<file path="src/rtl/noc_pkg.sv">
// Shared router definitions: port indices, port count and the idle crossbar select code.
package noc_pkg;
   localparam int NUM_PORTS = 5;

   typedef logic [2:0] port_idx_t;

   localparam port_idx_t PORT_N   = 3'd0;
   localparam port_idx_t PORT_S   = 3'd1;
   localparam port_idx_t PORT_E   = 3'd2;
   localparam port_idx_t PORT_W   = 3'd3;
   localparam port_idx_t PORT_L   = 3'd4;
   localparam port_idx_t SEL_IDLE = 3'd7;

   // Cyclic successor on the 5-port ring.
   function automatic port_idx_t next_port(input port_idx_t p);
      return (p == PORT_L) ? PORT_N : p + 3'd1;
   endfunction
endpackage

</file>
<file path="src/rtl/switch_allocator_if.sv">
// Allocator request/grant bundle; master = router datapath, slave = switch_allocator.
interface switch_allocator_if;
   logic [4:0]  req_valid_i;
   logic [14:0] req_dest_i;
   logic [4:0]  out_full_i;
   logic [4:0]  pop_o;
   logic [4:0]  out_enable_o;
   logic [14:0] out_select_o;
   logic [4:0]  credit_o;
   logic [4:0]  urgent_o;

   modport master (
      output req_valid_i, req_dest_i, out_full_i,
      input  pop_o, out_enable_o, out_select_o, credit_o, urgent_o
   );

   modport slave (
      input  req_valid_i, req_dest_i, out_full_i,
      output pop_o, out_enable_o, out_select_o, credit_o, urgent_o
   );
endinterface

</file>
<file path="src/rtl/switch_allocator_rr_arbiter5.sv">
// Purpose: 5-way round-robin pick starting at ptr, urgent requesters taking precedence.
// Latency: combinational.
// Backpressure: none here; callers mask full outputs out of the eligible vector.
module rr_arbiter5
   import noc_pkg::*;
(
   input  logic [4:0] eligible,
   input  logic [4:0] urgent,
   input  port_idx_t  ptr,
   output logic       grant_valid,
   output port_idx_t  grant_idx
);

   logic [4:0] cand;
   port_idx_t  idx;
   logic       found;

   always_comb begin
      // Non-urgent requesters only compete when no urgent one is eligible.
      cand      = (|(eligible & urgent)) ? (eligible & urgent) : eligible;
      grant_idx = SEL_IDLE;
      found     = 1'b0;
      idx       = ptr;
      for (int k = 0; k < NUM_PORTS; k++) begin
         if (!found && cand[idx]) begin
            grant_idx = idx;
            found     = 1'b1;
         end
         idx = next_port(idx);
      end
      grant_valid = found;
   end

endmodule

</file>
<file path="src/rtl/switch_allocator.sv">
// Purpose: per-output round-robin switch allocation (aging with SWALLOC_AGE_EN).
// Latency: grants combinational from requests; pointers/counters/credits update next edge.
// Backpressure: out_full_i removes an output from arbitration; its pointer holds.
module switch_allocator
   import noc_pkg::*;
#(
   parameter logic [4:0] PORT_MASK   = 5'b11111,
   parameter bit         ALLOW_UTURN = 1'b0,
   parameter int         MAX_WAIT    = 15,
   parameter int         WAIT_W      = 4
) (
   input  logic               clk,
   input  logic               rst,
   switch_allocator_if.slave  bus
);

   if (MAX_WAIT >= (1 << WAIT_W)) begin : g_bad_cfg
      $error("MAX_WAIT must fit in WAIT_W bits");
   end

   logic [4:0] elig [NUM_PORTS];
   port_idx_t  ptr [NUM_PORTS];
   logic [4:0] gnt_vld;
   port_idx_t  gnt_idx [NUM_PORTS];
   logic [4:0] urgent;
   logic [4:0] en;
   logic [4:0] pop;
   logic [4:0] credit;

   always_comb begin
      port_idx_t dest;
      dest = '0;
      for (int o = 0; o < NUM_PORTS; o++) begin
         elig[o] = '0;
         for (int i = 0; i < NUM_PORTS; i++) begin
            dest = bus.req_dest_i[3*i +: 3];
            elig[o][i] = bus.req_valid_i[i] && PORT_MASK[i] && PORT_MASK[o]
                         && !bus.out_full_i[o] && (dest == port_idx_t'(o))
                         && (ALLOW_UTURN || (dest != port_idx_t'(i)));
         end
      end
   end

   for (genvar o = 0; o < NUM_PORTS; o++) begin : g_arb
      rr_arbiter5 u_arb (
         .eligible    (elig[o]),
         .urgent      (urgent),
         .ptr         (ptr[o]),
         .grant_valid (gnt_vld[o]),
         .grant_idx   (gnt_idx[o])
      );
   end

   // Reset squashes grants so nothing pops and no credit follows.
   always_comb begin
      en               = gnt_vld & {5{~rst}};
      pop              = '0;
      bus.out_select_o = {5{SEL_IDLE}};
      for (int o = 0; o < NUM_PORTS; o++) begin
         if (en[o]) begin
            bus.out_select_o[3*o +: 3] = gnt_idx[o];
            pop[gnt_idx[o]]            = 1'b1;
         end
      end
   end

   assign bus.pop_o        = pop;
   assign bus.out_enable_o = en;
   assign bus.credit_o     = credit;

   always_ff @(posedge clk) begin
      if (rst) begin
         credit <= '0;
         for (int o = 0; o < NUM_PORTS; o++) ptr[o] <= PORT_N;
      end else begin
         credit <= pop;
         for (int o = 0; o < NUM_PORTS; o++) begin
            if (en[o]) ptr[o] <= next_port(gnt_idx[o]);
         end
      end
   end

`ifdef SWALLOC_AGE_EN
   logic [WAIT_W-1:0] wait_cnt [NUM_PORTS];

   always_ff @(posedge clk) begin
      if (rst) begin
         for (int i = 0; i < NUM_PORTS; i++) wait_cnt[i] <= '0;
      end else begin
         for (int i = 0; i < NUM_PORTS; i++) begin
            if (!bus.req_valid_i[i] || !PORT_MASK[i] || pop[i])
               wait_cnt[i] <= '0;
            else if (wait_cnt[i] != WAIT_W'(MAX_WAIT))
               wait_cnt[i] <= wait_cnt[i] + 1'b1;
         end
      end
   end

   always_comb begin
      for (int i = 0; i < NUM_PORTS; i++) urgent[i] = (wait_cnt[i] == WAIT_W'(MAX_WAIT));
   end

   assign bus.urgent_o = urgent & {5{~rst}};
`else
   assign urgent       = '0;
   assign bus.urgent_o = '0;
`endif

endmodule

</file>
<file path="src/flat_wrapper.sv">
// flat-port wrapper written by rule: the top's interface ports become plain ports
module switch_allocator_flat import noc_pkg::*;
#(
   parameter logic [4:0] PORT_MASK   = 5'b11111,
   parameter bit         ALLOW_UTURN = 1'b0,
   parameter int         MAX_WAIT    = 15,
   parameter int         WAIT_W      = 4
)
  (clk, rst, bus_req_valid_i, bus_req_dest_i, bus_out_full_i, bus_pop_o, bus_out_enable_o, bus_out_select_o, bus_credit_o, bus_urgent_o);
  switch_allocator_if bus_i ();
  input  logic clk;
  input  logic rst;
  input wire logic [$bits(bus_i.req_valid_i)-1:0] bus_req_valid_i;
  input wire logic [$bits(bus_i.req_dest_i)-1:0] bus_req_dest_i;
  input wire logic [$bits(bus_i.out_full_i)-1:0] bus_out_full_i;
  output wire logic [$bits(bus_i.pop_o)-1:0] bus_pop_o;
  output wire logic [$bits(bus_i.out_enable_o)-1:0] bus_out_enable_o;
  output wire logic [$bits(bus_i.out_select_o)-1:0] bus_out_select_o;
  output wire logic [$bits(bus_i.credit_o)-1:0] bus_credit_o;
  output wire logic [$bits(bus_i.urgent_o)-1:0] bus_urgent_o;
  assign bus_i.req_valid_i = bus_req_valid_i;
  assign bus_i.req_dest_i = bus_req_dest_i;
  assign bus_i.out_full_i = bus_out_full_i;
  assign bus_pop_o = bus_i.pop_o;
  assign bus_out_enable_o = bus_i.out_enable_o;
  assign bus_out_select_o = bus_i.out_select_o;
  assign bus_credit_o = bus_i.credit_o;
  assign bus_urgent_o = bus_i.urgent_o;
  switch_allocator #(.PORT_MASK(PORT_MASK), .ALLOW_UTURN(ALLOW_UTURN), .MAX_WAIT(MAX_WAIT), .WAIT_W(WAIT_W)) u_core (.clk(clk), .rst(rst), .bus(bus_i));
endmodule
</file>
<file path="config.mk">
export PLATFORM = sky130hd
export DESIGN_NAME = switch_allocator_flat
export DESIGN_NICKNAME = d
export VERILOG_FILES = /design/src/rtl/noc_pkg.sv /design/src/rtl/switch_allocator_if.sv /design/src/rtl/switch_allocator_rr_arbiter5.sv /design/src/rtl/switch_allocator.sv /design/src/flat_wrapper.sv
export SDC_FILE = /design/constraint.sdc
export NUM_CORES = 1
export LEC_CHECK = 0
export CORE_AREA = 8 8 163 119
export DETAILED_ROUTE_END_ITERATION = 16
export DIE_AREA = 0 0 171 127
export SLEW_MARGIN = 40
export SYNTH_ARGS = -nofsm -noshare
export SYNTH_HDL_FRONTEND = slang
export SYNTH_HIERARCHICAL = 1
export SYNTH_SLANG_ARGS = --single-unit
</file>
<file path="constraint.sdc">
create_clock -name clk -period 10.15 [get_ports clk]
set_clock_uncertainty 0.1 [all_clocks]
set_input_delay 3.045 -clock clk [delete_from_list [all_inputs] [get_ports clk]]
set_output_delay 3.045 -clock clk [all_outputs]
set_load 0.02 [all_outputs]
</file>
==> key figures, run 1 <==
Outcome
  • Status: completed

Final layout
  • Syn-to-layout area delta: 34.14%
  • Post-layout util: 52.57%
  • Fillcell total: 1692
  • Finished Layout Cells: 1429
  • Nets: 1271
  • Multi-input logic area: 0.006066 sq mm
  • Fraction of layout instances using a drive strength above 1: 18.28%
  • Sequential Area: 550.5 sq um
  • Antenna Cells: 0

Setup path
  • Startpoint Class: input port
  • Crit path DAT: 6.80 ns
  • CP delay by family, top: simple AND/OR/NAND/NOR gates
  • Crit path top cell by count: nor2_1
  • Crit path largest cell delay: 0.53 ns
  • Worst path buffer plus inverter count: 3
  • Kind of critical path: in2out
  • Reg2Reg Depth: 19
  • Critical Path Stages: 15
  • Crit-path cells: clkdlybuf4s50_1 -> nor2_1 -> and4b_2 -> inv_1 -> a21o_1 -> a221oi_2 -> a32oi_1 -> and2_4 -> or3b_4 -> or3_1 -> nand3_1 -> nor2_1 -> and3_1 -> or4_1 -> clkbuf_2
  • Max FO, Critical Path: 6
  • Worst EP required: 7.01 ns
  • Slowest CP cell: or4_1
  • Worst setup EP type: output port

Logic synthesis
  • Syn avg cell area: 7.086 sq um
  • EDFF count, synth: 15
  • Distinct cell type count after synthesis: 69
  • Primary FF master, synth: edfxtp_1
  • Synthesized instance count: 930
  • Top post-synthesis cells by count: 76 x nand2_1, 70 x inv_1, 68 x nor2_1
  • Register bit total from synthesis: 20
  • Syn. warnings: 6
  • Register area share after synthesis: 8.354%
  • Cell taking the most area after synthesis: ha_1
  • Ranking of synthesized cells by area: ha_1 8.5%, edfxtp_1 6.8%, nand2_1 4.3%
  • Asr flop ratio synth: 0%
  • Most frequent cell after synthesis: nand2_1
  • Yosys top cell area share: 8.544%
  • Mapped cell area: 0.006590 sq mm

Hold path
  • Worst Hold Depth: 7
  • Worst hold-check path type: reg2reg

Floorplanning
  • Die area: 0.02172 sq mm
  • Chip Height: 127 um
  • Starting density of the core: 39.19%
  • Core area: 0.01682 sq mm
  • Die X: 171 um
  • FP Rows: 40
  • IO Count: 62

Global route
  • Gr usage total: 19.57%
  • Remaining Overflow, GRT: 0
  • Vias in the first global route: 6863
  • First-pass GRT wire length: 35710 um
  • Largest net degree at the start of global routing: 21
  • Initial antenna violation count: 0

STA
  • Fin crit period: 9.948 ns
  • Final setup fails: 0
  • Fmax: 0.1005 GHz
  • PnR worst setup slack: 0.2017 ns
  • Worst-Margin Slew: 1.212 ns
  • Hold Vio Cnt, Final: 0
  • Final period util: 98.01%
  • RSZ-0062 raised after global routing: yes
  • Slew HR: 19.18%
  • Slew Limit Fails: 0
  • WHS: 1.214 ns

Clock network
  • H-tree Lvls: 1
  • Worst-Skew Late Latency: 0.25 ns
  • CTS buffer count: 3
  • Clock slew at reported path FFs: 0.06 ns
  • CTS max path bufs: 2
  • Hold_buf cts: 0
  • Root Buffer: clkbuf_16
  • CTS tree: yes
  • Clk sinks: 20

Detailed routing
  • Drt pass-1 iters: 5
  • Initial DRC Count: 635
  • Vias per std cell: 5.443
  • Final ANT Viol Nets: 0
  • DRC: 0
  • Vias: 7778
  • Post-DR wirelength/cell: 15.37 um
  • Total wire length: 21960 um

Placement
  • Placed cells: 1423
  • Port Buffers: 56
  • DP HPWL: 18230 um
  • Place WS: -0.3720 ns
  • RePlAce Congestion: 0.9452

Run
  • Max cap viols: 0
==> per-stage QoR <==
step	cell area, sq um	setup TNS [ns]
finish	8840	0
global route	8840	-0.009419
CTS	8778	0
detailed placement	8638	-1.497
global placement	8638	-1.173
floorplan	7044	0
==> final cells by class <==
type	instances	area share (%)
multi-input cells	915	68.62
clock inverters	1	0.3397
repair buffers	189	17.72
flip-flops and latches	20	6.228
clock buffers	3	0.8493
well taps	231	3.270
inverters	70	2.972
==> final timing paths <==
kind | startpoint | endpoint | slack [ns]
max | bus_req_dest_i[0] | bus_pop_o[0] | 0.20
min | u_core/ptr[0][10]$_SDFFCE_PP0P_ | u_core/bus.credit_o[3]$_SDFF_PP0_ | 1.21
max reg2reg | u_core/ptr[0][6]$_SDFFCE_PP0P_ | u_core/ptr[0][14]$_SDFFCE_PP0P_ | 4.06
min reg2reg | u_core/ptr[0][10]$_SDFFCE_PP0P_ | u_core/bus.credit_o[3]$_SDFF_PP0_ | 1.21
==> registers in the layout (all words and copies together), names as in the netlist <==
signal / cells
u_core/ptr: 15
u_core/bus.credit_o: 5
==> worst reg2reg max path, delay by kind of cell, from the launching register on <==
kind | cells | cell delay (ns)
compound gates | 7 | 1.90
simple gates | 4 | 1.24
fa+ha+maj | 3 | 0.98
buf+inv | 5 | 0.91
flops | 1 | 0.69
==> layout by cell type (no fill, tap or decap), types with 23 or more instances in the layout <==
master and n:
buf_4 131, conb_1 122, nand2_1 76, inv_1 70, nor2_1 68, clkdlybuf4s50_1 50
o21ai_0 49, ha_1 45, and3_1 37, and2_1 35, nand3_1 33, nor3_1 28
a21oi_1 24, a31oi_1 24, nor2b_1 23, or3_1 23
==> cells by family (layout without fill, tap and decap cells) <==
kind of cell	after synthesis	after routing	share of synthesized area [%]
adder cells (fa/ha/maj)	45	45	8.544
multiplexers	31	31	5.848
AND/OR/NAND/NOR	451	451	39.21
XOR/XNOR	5	5	0.6645
AO/OA/AOI/OAI	261	261	29.33
flip-flops	20	20	8.354
buffers and inverters	116	263	7.993
other	1	122	0.05690
==> metal layers <==
layer / vias up / global-route usage (%) / wire [um]
met4: 0 / 2.397 / 202
met5: - / 0 / 0
met1: 3519 / 30.22 / 11330
met2: 265 / 28.43 / 8812
met3: 12 / 2.862 / 1617
li1: 3982 / - / -
==> what timing repair did <==
item | 4_1_cts | 5_1_grt
setup endpoints to repair | 5 | 10
setup buffers | 1 | 1
pin swaps | 1 | 2
resized for setup | 12 | 24
Power of run 1 is left out: the tool's default activity adds up to more than one toggle a clock period on the data nets, which glitch-free logic cannot reach.
==> run 2, diff against run 1 <==
==> constraint.sdc (replaced) <==
create_clock -name clk -period 9.8 [get_ports clk]
set_clock_uncertainty 0.1 [all_clocks]
set_input_delay 2.94 -clock clk [delete_from_list [all_inputs] [get_ports clk]]
set_output_delay 2.94 -clock clk [all_outputs]
set_load 0.02 [all_outputs]
==> key figures, run 2 (same netlist as run 1, synthesis figures left out) <==
Outcome
  • Status: completed

Floorplanning
  • Core area: 0.01682 sq mm
  • Starting density of the core: 39.19%
  • IO Count: 62
  • FP Rows: 40
  • Die X: 171 um
  • Die area: 0.02172 sq mm
  • Chip Height: 127 um

Clock network
  • Worst-Skew Late Latency: 0.26 ns
  • H-tree Lvls: 1
  • Clock slew at reported path FFs: 0.06 ns
  • CTS tree: yes
  • CTS max path bufs: 2
  • Hold_buf cts: 0
  • CTS buffer count: 3
  • Root Buffer: clkbuf_16
  • Clk sinks: 20

STA
  • Fmax: 0.1035 GHz
  • Worst-Margin Slew: 1.399 ns
  • WHS: 1.255 ns
  • Slew Limit Fails: 0
  • Final period util: 98.62%
  • Hold Vio Cnt, Final: 0
  • Final setup fails: 0
  • Fin crit period: 9.665 ns
  • Slew HR: 6.739%

Final layout
  • Most common cell after layout, fill and taps aside: buf_4
  • Finished Layout Cells: 1446
  • Biggest register: u_core/ptr
  • Max reg flops: 15
  • Most frequent cells in the layout: 152 x buf_4, 122 x conb_1, 75 x nand2_1, 70 x inv_1, 67 x nor2_1
  • Syn-to-layout area delta: 38.14%
  • Fillcell total: 1669
  • Nets: 1288
  • Fraction of layout instances using a drive strength above 1: 21.23%
  • Antenna Cells: 0

Placement
  • Port Buffers: 56
  • DP HPWL: 18290 um
  • RePlAce Congestion: 0.9206
  • Placed cells: 1438

Global route
  • Remaining Overflow, GRT: 0
  • First-pass GRT wire length: 35870 um
  • Initial antenna violation count: 0
  • Largest net degree at the start of global routing: 21
  • Gr usage total: 19.52%
  • Vias in the first global route: 6900

Hold path
  • Hold Path Origin: u_core/ptr[0][7]$_SDFFCE_PP0P_
  • Worst hold-check path type: reg2reg
  • Hold EP: u_core/bus.credit_o[3]$_SDFF_PP0_
  • Worst Hold Depth: 7

Detailed routing
  • Final ANT Viol Nets: 0
  • Post-DR wirelength/cell: 15.48 um
  • Vias per std cell: 5.415
  • Initial DRC Count: 669
  • DRC: 0
  • Total wire length: 22380 um
  • Drt pass-1 iters: 5
  • Vias: 7830

Setup path
  • Worst EP required: 6.76 ns
  • Worst setup EP type: output port
  • Crit path DAT: 6.63 ns
  • Reg2reg setup slack: 3.64 ns
  • Max FO, Critical Path: 4
  • Worst reg2reg path endpoint: u_core/ptr[0][11]$_SDFFCE_PP0P_
  • Worst reg2reg path startpoint: u_core/ptr[0][0]$_SDFFCE_PP0P_
  • Reg2Reg Depth: 19
  • Kind of critical path: in2out
  • Startpoint Class: input port

Run
  • Max cap viols: 0
run 2: cell types whose count changed in the layout (fill, tap and decap cells not counted), sizes merged:
cell / before / now
dlygate4sd2: 0 / 1
buf: 133 / 155
clkdlybuf4s50: 50 / 46
dlymetal6s2s: 1 / 4
clkbuf: 7 / 3
clkdlybuf4s15: 1 / 0
run 2: area by class of cell:
type,count,area (sq um),share of cell area (%)
Multi-Input combinational cell,915,6221,68.33
Timing Repair Buffer,206,1675,18.40
Sequential cell,20,550.5,6.047
Tap cell,231,289.0,3.175
Inverter,70,262.8,2.886
Clock buffer,3,75.07,0.8246
Clock inverter,1,30.03,0.3299
run 2: worst max path at each step:
stage                        from            to  slack [ns]  cells past startpoint
2_1_floorplan   bus_req_dest_i[3]  bus_pop_o[0]        0.42                     13
3_3_place_gp   bus_req_dest_i[11]  bus_pop_o[0]       -0.80                     15
3_5_place_dp   bus_req_dest_i[11]  bus_pop_o[0]       -0.69                     15
4_1_cts        bus_req_dest_i[11]  bus_pop_o[2]       -0.02                     13
5_1_grt         bus_req_dest_i[3]  bus_pop_o[1]       -0.03                     16
6_report       bus_req_valid_i[0]  bus_pop_o[2]        0.13                     16
run 2: timing repair:
item | 4_1_cts | 5_1_grt
resized for setup | 29 | 45
endpoints found under the setup margin | 16 | 19
buffers inserted | 2 | 2
pin swaps | 1 | 4
run 2: per-stage QoR:
step | cell area, sq um | util (%) | setup TNS (ns) | worst slack (ns)
CTS | 8920 | 53.04 | -0.02637 | -0.01609
global route | 9104 | 54.14 | -0.08986 | -0.03341
global placement | 8726 | 51.89 | -5.171 | -0.8012
floorplan | 7044 | - | 0 | 0.4161
finish | 9104 | 54.14 | 0 | 0.1348
detailed placement | 8732 | 51.93 | -3.787 | -0.6946
run 2: routing by layer:
metal,part of all wire [%],GRT usage [%],vias to the layer above
met3,6.9,3.538,10
met4,0.96,2.346,0
met5,0,0,-
met1,52,30.27,3557
met2,40,27.73,244
li1,-,-,4019
run 2: critical path, stage by stage:
cell	delay, ns
clkdlybuf4s50_1	0.47
nor2b_4	0.21
buf_4	0.13
nand2_1	0.06
nor3_1	0.30
a31oi_1	0.18
buf_4	0.17
mux4_2	0.45
nor2_1	0.10
nor2_1	0.08
or3_1	0.34
nand3_1	0.15
or4bb_1	0.52
o32ai_2	0.17
or4_1	0.19
buf_2	0.17
Power of run 2 is left out for the same reason.
